$ cat src/rtl/rb_fifo_gen.sv
// -----------------------------------------------------------------------------
// rb_fifo_gen
//   Single-clock ring-buffer FIFO with configurable width and power-of-two
//   depth. It accepts push and pop in the same cycle and exposes an occupancy
//   count, registered full/empty/almost flags and a synchronous flush.
//   data_out is first-word-fall-through: it is read combinationally from
//   storage at the read pointer.
//
// Parameters
//   DATA_W    data word width in bits
//   ADDR_W    log2 of depth; DEPTH = 2**ADDR_W
//   AF_LEVEL  almost_full  asserts when count >= AF_LEVEL (1..DEPTH)
//   AE_LEVEL  almost_empty asserts when count <= AE_LEVEL (0..DEPTH-1)
//
// Ports
//   clock         sole clock, rising edge
//   rst           asynchronous active-low reset. Assertion takes effect
//                 immediately; release is synchronised to clock internally.
//   flush         synchronous clear of pointers, count and flags (active-high)
//   push/data_in  write request and write data
//   pop           read request
//   data_out      head word; valid whenever empty == 0
//   full, empty, almost_full, almost_empty   registered status flags
//   count         occupancy, 0..DEPTH
//   overflow      sticky: push attempted while full
//   underflow     sticky: pop attempted while empty
//
// Build option
//   RBFIFO_ERR_EN  when defined, overflow/underflow are sticky error
//                  registers. When undefined, both outputs are tied to 0
//                  and no error registers exist. The port list is the same
//                  in both builds.
// -----------------------------------------------------------------------------
module rb_fifo_gen #(
  parameter int DATA_W   = 64,
  parameter int ADDR_W   = 5,
  parameter int AF_LEVEL = 28,
  parameter int AE_LEVEL = 2
) (
  input  logic              clock,
  input  logic              rst,
  input  logic              flush,
  input  logic              push,
  input  logic [DATA_W-1:0] data_in,
  input  logic              pop,
  output logic [DATA_W-1:0] data_out,
  output logic              full,
  output logic              empty,
  output logic              almost_full,
  output logic              almost_empty,
  output logic [ADDR_W:0]   count,
  output logic              overflow,
  output logic              underflow
);

  localparam int DEPTH = 2 ** ADDR_W;

  // Compare constants are sized to the count width so that every comparison
  // is a same-width unsigned compare.
  localparam logic [ADDR_W:0] CNT_ONE   = (ADDR_W + 1)'(1);
  localparam logic [ADDR_W:0] CNT_DEPTH = (ADDR_W + 1)'(DEPTH);
  localparam logic [ADDR_W:0] CNT_AF    = (ADDR_W + 1)'(AF_LEVEL);
  localparam logic [ADDR_W:0] CNT_AE    = (ADDR_W + 1)'(AE_LEVEL);

  // ---------------------------------------------------------------------------
  // Reset conditioning: assert asynchronously, release on a clock edge.
  // When rst falls, both stages clear at once, so every register below also
  // resets immediately. When rst rises, the internal reset is released two
  // edges later. This keeps release from landing close to an active edge.
  // ---------------------------------------------------------------------------
  logic [1:0] rst_sync;
  logic       rst_n_int;

  // NOTE: every clocked process uses non-blocking (<=) assignments, so all
  // registers sample their pre-edge values and simulation ordering cannot
  // change the result.
  always_ff @(posedge clock or negedge rst) begin
    if (!rst) begin
      rst_sync <= '0;
    end else begin
      rst_sync <= {rst_sync[0], 1'b1};
    end
  end

  assign rst_n_int = rst_sync[1];

  // ---------------------------------------------------------------------------
  // State
  // ---------------------------------------------------------------------------
  logic [DATA_W-1:0] mem [DEPTH];
  logic [ADDR_W:0]   wr_ptr;
  logic [ADDR_W:0]   rd_ptr;

  logic              push_ok;
  logic              pop_ok;
  logic [ADDR_W:0]   wr_ptr_nxt;
  logic [ADDR_W:0]   rd_ptr_nxt;
  logic [ADDR_W:0]   count_nxt;
  logic              full_nxt;
  logic              empty_nxt;
  logic              almost_full_nxt;
  logic              almost_empty_nxt;

  // ---------------------------------------------------------------------------
  // Next-state logic
  // Acceptance uses only the registered flags. A pop does not free a slot for
  // a push in the same cycle, and a push does not feed a pop on an empty FIFO.
  // Pointers carry one extra wrap bit and simply roll over modulo 2*DEPTH.
  // ---------------------------------------------------------------------------
  // NOTE: each signal gets a default at the top of the always_comb. That way
  // no path leaves a value unassigned, and no latch is inferred.
  always_comb begin
    push_ok    = push & ~full;
    pop_ok     = pop  & ~empty;
    wr_ptr_nxt = wr_ptr;
    rd_ptr_nxt = rd_ptr;
    count_nxt  = count;

    if (flush) begin
      wr_ptr_nxt = '0;
      rd_ptr_nxt = '0;
      count_nxt  = '0;
    end else begin
      if (push_ok) wr_ptr_nxt = wr_ptr + CNT_ONE;
      if (pop_ok)  rd_ptr_nxt = rd_ptr + CNT_ONE;
      unique case ({push_ok, pop_ok})
        2'b10:   count_nxt = count + CNT_ONE;
        2'b01:   count_nxt = count - CNT_ONE;
        default: count_nxt = count;
      endcase
    end

    // The flags are derived from the next count, so they are correct in the
    // cycle right after the causing edge. A flush drives count_nxt to 0,
    // which yields the reset flag values (AF_LEVEL >= 1).
    full_nxt         = (count_nxt == CNT_DEPTH);
    empty_nxt        = (count_nxt == '0);
    almost_full_nxt  = (count_nxt >= CNT_AF);
    almost_empty_nxt = (count_nxt <= CNT_AE);
  end

  // ---------------------------------------------------------------------------
  // Pointer, count and flag registers
  // ---------------------------------------------------------------------------
  always_ff @(posedge clock or negedge rst_n_int) begin
    if (!rst_n_int) begin
      wr_ptr       <= '0;
      rd_ptr       <= '0;
      count        <= '0;
      full         <= 1'b0;
      empty        <= 1'b1;
      almost_full  <= 1'b0;
      almost_empty <= 1'b1;
    end else begin
      wr_ptr       <= wr_ptr_nxt;
      rd_ptr       <= rd_ptr_nxt;
      count        <= count_nxt;
      full         <= full_nxt;
      empty        <= empty_nxt;
      almost_full  <= almost_full_nxt;
      almost_empty <= almost_empty_nxt;
    end
  end

  // ---------------------------------------------------------------------------
  // Storage
  // ---------------------------------------------------------------------------
  // NOTE: the storage array has no reset. Its contents only matter once a
  // word has been written, and leaving out the reset lets it map onto plain
  // flops or RAM without a clear path.
  always_ff @(posedge clock) begin
    if (push_ok && !flush && rst_n_int) begin
      mem[wr_ptr[ADDR_W-1:0]] <= data_in;
    end
  end

  // First-word-fall-through head. It is don't-care while empty.
  assign data_out = mem[rd_ptr[ADDR_W-1:0]];

  // ---------------------------------------------------------------------------
  // Sticky error flags
  // ---------------------------------------------------------------------------
`ifdef RBFIFO_ERR_EN
  logic overflow_q;
  logic underflow_q;

  // Flush leaves these flags alone; only reset clears them. A flush edge
  // ignores push and pop entirely, so it cannot raise an error either.
  always_ff @(posedge clock or negedge rst_n_int) begin
    if (!rst_n_int) begin
      overflow_q  <= 1'b0;
      underflow_q <= 1'b0;
    end else if (!flush) begin
      if (push && full)  overflow_q  <= 1'b1;
      if (pop  && empty) underflow_q <= 1'b1;
    end
  end

  assign overflow  = overflow_q;
  assign underflow = underflow_q;
`else
  assign overflow  = 1'b0;
  assign underflow = 1'b0;
`endif

endmodule

$ cat config.mk
export PLATFORM = sky130hd
export DESIGN_NAME = rb_fifo_gen
export DESIGN_NICKNAME = d
export VERILOG_FILES = /design/src/rtl/rb_fifo_gen.sv
export SDC_FILE = /design/constraint.sdc
export NUM_CORES = 2
export LEC_CHECK = 0
export BUFFER_PORTS_ARGS = -buffer_cell sky130_fd_sc_hd__buf_4
export CORE_ASPECT_RATIO = 0.5
export CORE_MARGIN = 8
export CORE_UTILIZATION = 54
export DETAILED_ROUTE_END_ITERATION = 6
export PLACE_DENSITY = 0.7
export SETUP_SLACK_MARGIN = 0.2
export SKIP_CTS_REPAIR_TIMING = 1
export SYNTH_ARGS = -nofsm -noshare
export SYNTH_HDL_FRONTEND = slang
export SYNTH_SLANG_ARGS = --single-unit
$ cat constraint.sdc
create_clock -name clock -period 3.5 [get_ports clock]
set_clock_uncertainty 0.05 [all_clocks]
set_input_delay 0.525 -clock clock [delete_from_list [all_inputs] [get_ports clock]]
set_output_delay 0.525 -clock clock [all_outputs]
set_load 0.005 [all_outputs]
Word level (Yosys, flattened, before mapping). Memories as Yosys holds them, arrays and structs flattened. Cells that the tools add are included.

Order comparisons: 2. Equal/unequal tests: 3. Mux-type cells: 8. Bitwise operators: 4. $add $sub $neg: 4. Reductions and logical operators: 6.

Operators with widths (number): $mux W6 (5); $add A6 B1 Y6 const B (3); $pmux W6 S2 (1); $eq A6 B6 Y1 const B (1); $ge A6 B5 Y1 const B (1); $le A6 B2 Y1 const B (1); $logic_not A6 Y1 (1); $sub A6 B1 Y6 const B (1); $reduce_bool A2 Y1 (2); $and A1 B1 Y1 (2); $eq A2 B1 Y1 const B (1); $eq A2 B2 Y1 const B (1); $logic_and A1 B1 Y1 (2); $mux W1 (2); $not A1 Y1 (2); $logic_not A1 Y1 (1).

Memories: 1. RAM bits: 2048. Logic and storage cells: 36. Input port bits: 69. Output and inout bits: 76. Bits in registers: 24.

Memories: mem (depth 32, width 64, read ports 1, clocked after memory_dff 0, wr ports 1, RTL line 90) `logic [DATA_W-1:0] mem [DEPTH];`.

Logic depth before layout (Yosys ltp).
Depth in word-level cells: 6. Gate-level depth with buffers: 13. Depth with buffers taken out: 10.

Worst setup path after synthesis. Ideal clock, no wire load.

Path kind: input -> register. Start: in push. End: mem mem[28][0] (enable). Slack: -1.391 ns. Buffers on the path: 0. Required time: 2.963 ns. Cell stages on the path: 5. Arrival: 4.354 ns. Library setup time: 0.487 ns. Cells stage by stage: nor2b_1 -> clkinv_1 -> nor3b_1 -> nand2_1 -> nor2_1.

Cells in the longest elaborated chain, start to end: 5.

Ends and longest elaborated chain: from (decl) (RTL line 43) `input logic push,`; $and A1 B1 Y1 (RTL line 113) `push_ok = push & ~full;`; $logic_and A1 B1 Y1 (2 in a row) (RTL line 172) `if (push_ok && !flush && rst_n_int) begin`; $mux W1 (RTL line 172); $mux W1 (implied by the code) (RTL line 173) `mem[wr_ptr[ADDR_W-1:0]] <= data_in;`; to (decl) (RTL line 90).

No other way between the ends.

Final worst setup path.
Start: reg rd_ptr[0]. End: out data_out[26].

Cells in the longest elaborated chain, start to end: 1.

Ends and longest elaborated chain: from (decl) (RTL line 92) `logic [ADDR_W:0] rd_ptr;`; from (signal assigned) (RTL line 156) `rd_ptr <= rd_ptr_nxt;`; $mem_v2 Z32 W64; to (decl) (RTL line 46) `output logic [DATA_W-1:0] data_out,`.

No other way between the ends.

==> metrics.cfg <==
[synth]
muxShareOfSynthArea_pct = 19.2
synthTopCellsByArea = edfxtp_1 78%, mux4_2 18%, mux2_2 0.91%
ys_ff_latch = 2070
synth_top_cell_area_share_pct = 78.0
synth-seq-area-share_pct = 78.7
syn_avg_cell_area_sq_um = 25.5
synth_top_cell_by_area = edfxtp_1
synth_compound_area_share_pct = 0.276
synth_cell_types = 48
synthCells = 3095
synth-edff-count = 2048
synth_xor_area_share_pct = 0.111
synth_top_family_by_area = multiplexers
synth_fa_ha_area_share_pct = 0.111
synthArstFlopShare_pct = 1.06
synthSimpleGateAreaFrac_pct = 0.577
synth_area_sq_um = 78900
synth_ff_type = edfxtp_1
yosys_warnings = 0

[die]
pin_count = 145
die_area_sq_um = 159000
rows = 99
die_w_um = 556
initial_core_util_pct = 54.2
die_y_um = 286
core_area_sq_um = 145000

[detailed_routing]
firstDrtPassIters = 5
drc = 0
wl_mm = 192
via_per_inst = 6.58
ant_nets = 0
drtIter0Drc = 5235
vias = 36632
wl_per_cell_um = 34.5

[timing]
max-slew-margin-rel_pct = 36.9
finalCriticalPeriod_ns = 3.88
setup_ws_ns = -0.384
worstMarginPinSlew_ns = 0.947
finalHoldViolCount = 0
fmax_mhz = 257
rsz0062_at_grt = true
slew_viol_final = 0
hold_slack_ns = 0.0362
fin_crit_sh_pct = 111
setup_viol = 64

[critical_path]
path_max_fanout = 18
critical_path.most_common_cell = mux4_2
crit_slowest_cell = mux4_2
crit_chain = buf_12 > buf_16 > clkbuf_16 > mux4_2 > mux4_2 > mux2_2 > buf_4
ff2ff_setup_slack_ns = 0.54
max_stage_delay_ns = 0.53
startpoint_type = flop
endpoint_kind = output port
arrival_ns = 3.31
required_ns = 2.92
timing_worst_setup_path_type = reg2out

[clock_tree]
cts_sinks = 2070
clockBufferDepth = 3
clk_latency_ns = 0.77
htreeDepth = 4
numCtsBuffers = 172
cts_root_buf = clkbuf_16
cts.clk_slew.worst_paths_ns = 0.06
cts_tree = done

[cells_and_area]
area_growth_pct = 15.3
final_util_pct = 62.5
regArea_sq_um = 62100
final_area_sq_um = 90900
layout_commonest_cell = edfxtp_1
fill_cells = 9409
layout.nets = 3540
multi_input_area_sq_um = 16400
drive_above_1_share_pct = 36.8
final_cell_mix = 2048 x edfxtp_1, 640 x mux4_2, 195 x clkbuf_16

[global_routing]
track_usage_pct = 23.2
antenna_found_initial = 4
grt_max_degree = 57
grt_pass1_vias = 36698
grt_overflow_total = 0
grt_pass1_wl_mm = 264

[power_and_ir_drop]
p_total_uw = 53900
ir_drop_mv = 0.392
power_density_nw_per_um2 = 593
leakagePower_uw = 0.0276

[placement]
port_buffers = 142
post_dp_cell_area_sq_um = 84400
dp_hpwl_mm = 95.2
gp_congestion = 0.744
dp_slack_ns = 0.301

[run]
maxCapViolations = 0

[hold_path]
hold_class = in2async

[outcome]
status = complete, but fails checks
violations = setup timing

## cell usage after synthesis (2+ instances only)
master,n
nor2_1,50
mux2i_1,3
buf_2,31
buf_4,23
a21o_1,3
buf_6,3
clkbuf_1,80
nor2b_1,2
a21oi_1,9
conb_1,2
o211ai_1,2
edfxtp_1,2048
inv_1,5
nand3_1,6
xnor2_1,2
mux2_2,64
nand4_1,8
o21ai_0,3
and2_1,2
nor3b_1,2
buf_1,29
ha_1,7
mux4_2,640
xor2_1,8
nand2b_1,2
or3b_2,3
dfstp_2,2
nand3b_1,3
nand2_1,14
dfrtp_1,20
o2111a_1,2
## routing by layer
layer	vias to the layer above	track usage, %	wire (um)
li1	14232	-	-
met1	19943	33.6	75400
met2	2203	36.2	91900
met3	252	5.33	20500
met4	2	5.95	4060
met5	-	0	13
## layout make-up
class | instances | share of cell area [%]
Antenna cell | 3 | 0.00825
Clock buffer | 215 | 4.93
Clock inverter | 87 | 0.891
Inverter | 6 | 0.0248
Multi-Input combinational cell | 854 | 18.0
Sequential cell | 2070 | 68.2
Tap cell | 1969 | 2.71
Timing Repair Buffer | 360 | 5.17
## kinds of logic (layout without fill, tap and decap cells)
logic type	Yosys count	count (layout)
flops	2070	2070
mux	707	707
simple gates	97	97
other cells	2	6
fa+ha+maj	7	7
compound gates	30	30
xor+xnor	10	10
buf+inv	172	668
## state kept, by name, indices dropped and copies added (netlist names)
register,flops
rst_sync,2
wr_ptr,5
count,6
mem,2048
empty,1
almost_empty,1
full,1
rd_ptr,5
almost_full,1
## path summary, 6_finish.rpt
kind                       cells past startpoint            to        start
setup / recovery                               7  data_out[26]    rd_ptr[0]
hold / removal                                 2   rst_sync[1]          rst
setup reg to reg                               9  almost_empty        empty
hold reg to reg                                0   rst_sync[1]  rst_sync[0]
max in group asynchronous                      1         empty  rst_sync[1]
min in group clock                             2     wr_ptr[3]        flush
## critical path, delay by kind of cell, from the launching register on
kind / cells / cell delay, ns
flip-flops: 1 / 0.45
multiplexers: 3 / 1.34
buffers and inverters: 4 / 0.72
## power by group
group	switching (uW)	total, uW	internal, uW
Clock	8540	18700	10100
Combinational	3370	7850	4480
Sequential	97.8	27400	27300
Total	12000	53900	41900
## metrics by stage
| step | std cells | setup TNS (ns) |
|---|---|---|
| after detailed placement | 5201 | 0 |
| after global placement | 5201 | 0 |
| after CTS | 5503 | -28.55 |
| after global routing | 5564 | -25.82 |
| after floorplan | 3096 | -869.10 |
| final | 5564 | -20.93 |
Power figures use the tool's default switching activity.
